--- src/rtl/switch_instr_decoder.sv ---
// Switch/button instruction entry front-end: debounces the button, captures a
// 16-bit word high byte first, and decodes it into the datapath control bundle.
module switch_instr_decoder #(
  parameter int DEBOUNCE_CYCLES = 500000,
  parameter int CNT_W           = 20
) (
  input  logic        clk,
  input  logic        rst,
  input  logic [7:0]  sw,
  input  logic        btn_n,
  output logic [15:0] regEn,
  output logic [3:0]  muxA,
  output logic [3:0]  muxB,
  output logic        muxBimm,
  output logic [7:0]  Opcode,
  output logic [15:0] imm16,
  output logic [1:0]  phase,
  output logic [7:0]  exec_count
);

  localparam logic [CNT_W-1:0] CNT_MAX = CNT_W'(DEBOUNCE_CYCLES - 1);

  typedef enum logic [1:0] {
    CAP_HI = 2'b00,
    CAP_LO = 2'b01,
    EXEC   = 2'b10
  } state_t;

  state_t            r_state, w_next;
  logic              r_sync1, r_sync2, r_db;
  logic [CNT_W-1:0]  r_cnt;
  logic [15:0]       r_instr;
  logic [7:0]        r_exec_cnt;
  logic              w_differ, w_flip, w_press;
  logic [3:0]        w_op, w_rd, w_ext, w_rs;
  logic              w_nop;

  // Button conditioning: 2-FF synchronizer then a stability counter.
  always_ff @(posedge clk or negedge rst) begin
    if (!rst) begin
      r_sync1 <= 1'b1;
      r_sync2 <= 1'b1;
      r_db    <= 1'b1;
      r_cnt   <= '0;
    end else begin
      r_sync1 <= btn_n;
      r_sync2 <= r_sync1;
      if (!w_differ) begin
        r_cnt <= '0;
      end else if (w_flip) begin
        r_db  <= r_sync2;
        r_cnt <= '0;
      end else begin
        r_cnt <= r_cnt + 1'b1;
      end
    end
  end

  assign w_differ = (r_sync2 != r_db);
  assign w_flip   = w_differ && (r_cnt == CNT_MAX);
  // Pulse in the cycle the debounced level falls; releases never pulse.
  assign w_press  = w_flip && r_db;

  always_ff @(posedge clk or negedge rst) begin
    if (!rst) begin
      r_state    <= CAP_HI;
      r_instr    <= 16'h0000;
      r_exec_cnt <= 8'h00;
    end else begin
      r_state <= w_next;
      if (r_state == CAP_HI && w_press) r_instr[15:8] <= sw;
      if (r_state == CAP_LO && w_press) r_instr[7:0]  <= sw;
      if (r_state == EXEC && !w_nop)    r_exec_cnt    <= r_exec_cnt + 8'd1;
    end
  end

  always_comb begin
    w_next = r_state;
    case (r_state)
      CAP_HI:  if (w_press) w_next = CAP_LO;
      CAP_LO:  if (w_press) w_next = EXEC;
      EXEC:    w_next = CAP_HI;
      default: w_next = CAP_HI;
    endcase
  end

  assign w_op  = r_instr[15:12];
  assign w_rd  = r_instr[11:8];
  assign w_ext = r_instr[7:4];
  assign w_rs  = r_instr[3:0];
  assign w_nop = (w_op == 4'hF);

  // Reserved op 0xF presents a neutral register-form bundle; it never writes.
  always_comb begin
    Opcode  = 8'h00;
    muxBimm = 1'b0;
    muxB    = 4'h0;
    if (w_op == 4'h0) begin
      Opcode = {w_op, w_ext};
      muxB   = w_rs;
    end else if (!w_nop) begin
      Opcode  = {w_op, 4'h0};
      muxBimm = 1'b1;
    end
  end

  assign muxA       = w_rd;
  assign imm16      = {{8{r_instr[7]}}, r_instr[7:0]};
  assign regEn      = (r_state == EXEC && !w_nop) ? (16'h0001 << w_rd) : 16'h0000;
  assign phase      = r_state;
  assign exec_count = r_exec_cnt;

endmodule

--- config.mk ---
export PLATFORM = sky130hd
export DESIGN_NAME = switch_instr_decoder
export DESIGN_NICKNAME = d
export VERILOG_FILES = /design/src/rtl/switch_instr_decoder.sv
export SDC_FILE = /design/constraint.sdc
export NUM_CORES = 1
export LEC_CHECK = 0
export ABC_AREA = 1
export BUFFER_PORTS_ARGS = -buffer_cell sky130_fd_sc_hd__buf_2
export CAP_MARGIN = 20
export CORE_ASPECT_RATIO = 1.1
export CORE_MARGIN = 2
export CORE_UTILIZATION = 29
export CTS_BUF_LIST = sky130_fd_sc_hd__clkbuf_8
export CTS_CLUSTER_DIAMETER = 80
export DETAILED_ROUTE_END_ITERATION = 12
export MAX_ROUTING_LAYER = met4
export SLEW_MARGIN = 20
export SYNTH_ARGS = -nofsm -noshare
export SYNTH_HDL_FRONTEND = slang
export SYNTH_SLANG_ARGS = --single-unit
--- constraint.sdc ---
create_clock -name clk -period 1.76 [get_ports clk]
set_clock_uncertainty 0.1 [all_clocks]
set_input_delay 0.088 -clock clk [delete_from_list [all_inputs] [get_ports clk]]
set_output_delay 0.088 -clock clk [all_outputs]
set_load 0.01 [all_outputs]
Word level (Yosys, flattened, before mapping). Cells that the tools add are included. W data, S select, Z words.

Bits in read-only memories: 0. Bits in latches: 0. Memories kept: 0. Output and inout port bits: 59. Input bits: 11. Logic and storage cells: 39. Bits in writable memories: 0. Flip-flop bits (word level): 49.

Shift operators: 1. Bitwise logic cells: 0. Add/sub/neg operators: 2. Div/mod/pow operators: 0. Equality and inequality tests: 7. Multipliers: 0. Magnitude comparators: 0. Reduce and logical (&&, ||, !) cells: 10. Mux-type cells: 11.

Operators by type and width (number): $mux W20 (2); $add A20 B1 Y20 const B (1); $eq A20 B19 Y1 const B (1); $mux W16 (1); $mux W8 (2); $shl A1 B4 Y16 const A (1); $add A8 B1 Y8 const B (1); $logic_and A1 B1 Y1 (5); $eq A4 B4 Y1 const B (1); $logic_not A4 Y1 (1); $mux W2 (2); $mux W4 (1); $ne A2 B2 Y1 const B (2); $pmux W2 S2 (1); $reduce_and A2 Y1 (2); $eq A2 B1 Y1 const B (1); $eq A2 B2 Y1 const B (1); $logic_not A2 Y1 (1); $mux W1 (2); $logic_not A1 Y1 (1); $ne A1 B1 Y1 (1).

Depth between registers and ports, before layout.
Word-level depth: 5. Mapped depth: 10. Depth with buffers taken out: 10.

Least setup slack after synthesis. Ideal clock, no wire load.

Path kind: register to register. From: register r_cnt[0]. To: register r_instr[10]. Clock period less this slack: 1512 ps. Path buffers: 0. Arrival time: 1294 ps. Path slack: 248 ps. Cell stages (with the launch flop): 9. Cells stage by stage: dfrtp_1 -> ha_1 -> nand2_1 -> nor2_1 -> inv_2 -> nor2_4 -> nand4_4 -> nand2_1 -> nand2_1.

Longest elaborated chain between the ends: 4.

Ends and longest elaborated chain: start: declaration (line 31) `logic [CNT_W-1:0] r_cnt;`; start signal: assignment (line 54) `r_cnt <= r_cnt + 1'b1;`; $eq A20 B19 Y1 (line 60) `assign w_flip = w_differ && (r_cnt == CNT_MAX);`; $logic_and A1 B1 Y1 (line 60); $logic_and A1 B1 Y1 (line 62) `assign w_press = w_flip && r_db;`; $logic_and A1 B1 Y1 (line 71) `if (r_state == CAP_HI && w_press) r_instr[15:8] <= sw;`; end signal: assignment (line 71); end: declaration (line 32) `logic [15:0] r_instr;`.

No other way between the ends. A chain may end at the register's enable or synchronous reset.

Final worst setup path.
From: register r_instr[12]. To: output port regEn[1].

Longest elaborated chain between the ends: 4.

Ends and longest elaborated chain: $eq A4 B4 Y1 (line 91) `assign w_nop = (w_op == 4'hF);`; $logic_not A1 Y1 (line 109) `assign regEn = (r_state == EXEC && !w_nop) ? (16'h0001 << w_rd) : 16'h0000;`; $logic_and A1 B1 Y1 (line 109); $mux W16 (line 109); end: declaration (line 11) `output logic [15:0] regEn,`.

No other way between the ends.

==> reports/qor.log <==
[status] run status finished clean
[timing] final hold violation count 0
[timing] Fin Setup TNS 0 ns
[route] residual antenna-violating net count after detailed routing 0
[hold_path] worst hold-check path type input port to async pin
[placed_design] last weighted congestion value of the routability-driven placer 0.839
[clocking] CTS max path bufs 2
[route] final routed DRC violation total 0
[clocking] Root Driver sky130_fd_sc_hd__clkbuf_8
[timing] Slew Viols, Final 0
[pwr] total power divided by cell area 527 nW/µm²
[run] max_cap viols 0
[logic_synthesis] number of distinct library cell variants in the gate-level netlist after synthesis 28
[logic_synthesis] proportion of synthesized chip area in sequential cells 0.432
[critical_path] endpoint required time on the critical path 1.57 ns
[timing] transition time of the tightest slew-check pin 0.365 ns
[timing] f_max 0.591 GHz
[global_route] vias in the first global route 2401
[route] routed vias/inst 4.47
[critical_path] worst reg-to-reg path cell count 8
[finish] fraction of final layout cells sized beyond drive strength 1 0.289
[clocking] TritonCTS buffer count 5
[timing] number of endpoints failing setup at the final stage 0
[global_route] global-route usage over all layers 0.133
[critical_path] endpoint kind of the worst setup timing path output port
[global_route] largest net degree at the start of global routing 50
[logic_synthesis] number of synthesized register bits 49
[timing] shortest clock period the worst path allows after layout 1.69 ns
[timing] smallest setup slack after layout 0.0686 ns
[placed_design] placed cells 555
[timing] final period utilization 0.961
[floorplanning] cell row count 37
[finish] final standard cell utilization of the core 0.384
[clocking] Clock Latency Late Sink 0.31 ns
[placed_design] Post-DP Area 3250 µm²
[placed_design] number of buffer cells added on primary ports 69
[logic_synthesis] biggest area contributors in the synthesized netlist sky130_fd_sc_hd__dfrtp_1 (40%), sky130_fd_sc_hd__nand2_1 (13%), sky130_fd_sc_hd__nor2_1 (10%)
[pwr] Leak Pwr 0.00189 µW
[clocking] TritonCTS clock tree done
[route] post-DR wirelength/cell 11.8 µm
[critical_path] register-to-register path setup slack 0.16 ns
[route] 1st-pass router iterations 4
[critical_path] R2R Path Start r_cnt[15]
[clocking] CTS H-Tree Depth 2
[finish] Area growth, synth to finish 27.6%
[critical_path] type of element launching the critical path flop
[logic_synthesis] Async S/R FF share, synth 1.00
[route] number of DRC markers in iteration 0 149
[floorplanning] core footprint 9440 µm²
[logic_synthesis] number of nets in the synthesized netlist 397
[finish] total number of nets in the final design 482
[timing] worst max-slew margin expressed relative to the limit 0.756
[critical_path] capture point of the worst path regEn[1]
[logic_synthesis] average cell area after synthesis 7.41 µm²
[floorplanning] initial core utilization 0.301
[global_route] sum of overflow across all layers after global routing 0
[logic_synthesis] EDFF count, synth 0
[placed_design] Placement Setup Slack 0.0980 ns
[critical_path] source of the critical timing path r_instr[12]
[floorplanning] Die Width 98.4 µm
[logic_synthesis] share of Yosys cell area claimed by the top area cell type 0.405
[logic_synthesis] Synth Instances 384
[floorplanning] I/O pin cnt 70
[logic_synthesis] most common library cells after synthesis sky130_fd_sc_hd__nand2_1 (96), sky130_fd_sc_hd__nor2_1 (78), sky130_fd_sc_hd__inv_1 (49), sky130_fd_sc_hd__dfrtp_1 (46), sky130_fd_sc_hd__nand3_1 (23)
[logic_synthesis] cell type with the largest total area after synthesis sky130_fd_sc_hd__dfrtp_1
[finish] Post-Layout Inst Area 3630 µm²
[clocking] Clk pin slew, worst setup/hold paths 0.10 ns
[floorplanning] area enclosed by the die boundary 10600 µm²
[critical_path] Worst Setup Path Type flop to output port
[logic_synthesis] leading register cell type out of synthesis sky130_fd_sc_hd__dfrtp_1
[placed_design] hpwl dp 4.90 mm
[clocking] CTS Sinks 49
[critical_path] CP arrival 1.50 ns
[critical_path] R2R Path End r_instr[12]
[finish] number of non-filler instances in the completed layout 587
[timing] setup repair after global routing missed its margin yes
[logic_synthesis] cell area after technology mapping 2840 µm²
[logic_synthesis] Yosys warning count 0
[critical_path] biggest fanout along the worst timing path 8
[logic_synthesis] most frequently used cell type in the post-synthesis netlist sky130_fd_sc_hd__nand2_1
[route] via count 2626
[floorplanning] vertical extent of the die 108 µm
[global_route] wire length of the first global-routing pass 11.2 mm
[finish] Inserted Diodes 0
[global_route] antenna violations before repair 0
[route] sum of routed wire length over all layers 6.92 mm
[pwr] IR Drop Worst-Case VDD 0.000232 V
[cell type report]
type	instances	area, µm²
fill	988	5810
multi-input combinational	262	1320
sequential	49	1230
timing repair buffer	99	646
inverter	52	195
tap	117	146
clock buffer	5	68.8
clock inverter	3	21.3
[registers in the layout, indices dropped and copies added (netlist names)]
register and count:
r_sync2 1, r_db 1, exec_count 8, phase 2
r_sync1 1, r_instr 16, r_cnt 20
[worst min path at each step]
stage / slack, ns / cells past startpoint / end / start
after floorplan: -0.31 / 0 / exec_count[0] / rst
after global placement: -0.003 / 2 / r_cnt[16] / rst
after detailed placement: 0.0003 / 2 / r_cnt[16] / rst
after CTS: 0.20 / 3 / r_instr[2] / rst
after global routing: 0.22 / 3 / r_instr[2] / rst
final: 0.18 / 3 / r_cnt[16] / rst
[layer usage]
layer	up-vias	GRT usage	wire, µm
met1	1196	0.160	3030
li1	1346	-	-
met3	18	0.0266	319
met5	-	-	0
met4	0	0.0577	180
met2	66	0.217	3390
[power breakdown]
group          switching (µW)  internal, µW
combinational            53.3          42.2
sequential               4.58          1130
clock                     397           282
[per-stage QoR]
step,hold WS (ns),total power (µW)
floorplan,-0.308,1180
global route,0.216,2010
detailed placement,0.000268,1240
finish,0.178,1910
CTS,0.196,1940
global placement,-0.00346,1230
[kinds of logic (layout without fill, tap and decap cells)]
family / after synthesis / count (layout) / share of synthesized area
and+or+nand+nor: 239 / 242 / 0.383
buffers and inverters: 76 / 159 / 0.130
DFF: 49 / 49 / 0.432
xor gates and xnor gates: 11 / 11 / 0.0339
AOI/OAI and AO/OA: 7 / 7 / 0.0123
adders and majority gates: 2 / 2 / 0.00880
[cell usage in the layout, fill, tap and decap left out, types with 2 or more instances in the layout]
master / Yosys / final
sky130_fd_sc_hd__ha_1: 2 / 2
sky130_fd_sc_hd__dfrtp_1: 46 / 45
sky130_fd_sc_hd__a21oi_1: 4 / 4
sky130_fd_sc_hd__dfstp_2: 3 / 3
sky130_fd_sc_hd__nor2_1: 78 / 69
sky130_fd_sc_hd__xor2_1: 7 / 7
sky130_fd_sc_hd__dlygate4sd3_1: 0 / 10
sky130_fd_sc_hd__inv_1: 49 / 48
sky130_fd_sc_hd__nor2_4: 3 / 4
sky130_fd_sc_hd__buf_12: 0 / 4
sky130_fd_sc_hd__nor3_1: 2 / 2
sky130_fd_sc_hd__inv_2: 2 / 3
sky130_fd_sc_hd__nand4_4: 2 / 2
sky130_fd_sc_hd__nor2_2: 4 / 12
sky130_fd_sc_hd__buf_4: 20 / 16
sky130_fd_sc_hd__buf_2: 1 / 69
sky130_fd_sc_hd__nand4_2: 0 / 2
sky130_fd_sc_hd__clkbuf_8: 0 / 5
sky130_fd_sc_hd__nand3_2: 1 / 2
sky130_fd_sc_hd__nand2_2: 4 / 6
sky130_fd_sc_hd__o21ai_0: 2 / 2
sky130_fd_sc_hd__nand2_4: 2 / 3
sky130_fd_sc_hd__nand3_1: 23 / 22
sky130_fd_sc_hd__nand2_1: 96 / 94
sky130_fd_sc_hd__xnor2_1: 4 / 4
sky130_fd_sc_hd__nand4_1: 22 / 22
[timing repair]
| item | 4_1_cts | 5_1_grt |
|---|---|---|
| resized for setup | 4 | 13 |
| buffers inserted | 0 | 11 |
| hold endpoints to repair | 66 | 0 |
| pin swaps | 0 | 5 |
| setup endpoints to repair | 16 | 47 |
| gates cloned | 0 | 3 |
| hold buffers | 10 | 0 |
[worst max-delay path: stages, from the launching register on]
cell                      delay [ns]
sky130_fd_sc_hd__dfrtp_1        0.41
sky130_fd_sc_hd__nand4_1        0.14
sky130_fd_sc_hd__nand3_2        0.11
sky130_fd_sc_hd__or2_4          0.29
sky130_fd_sc_hd__nor2_1         0.10
sky130_fd_sc_hd__buf_2          0.13
Note: power is estimated with default switching activity, not from simulation.
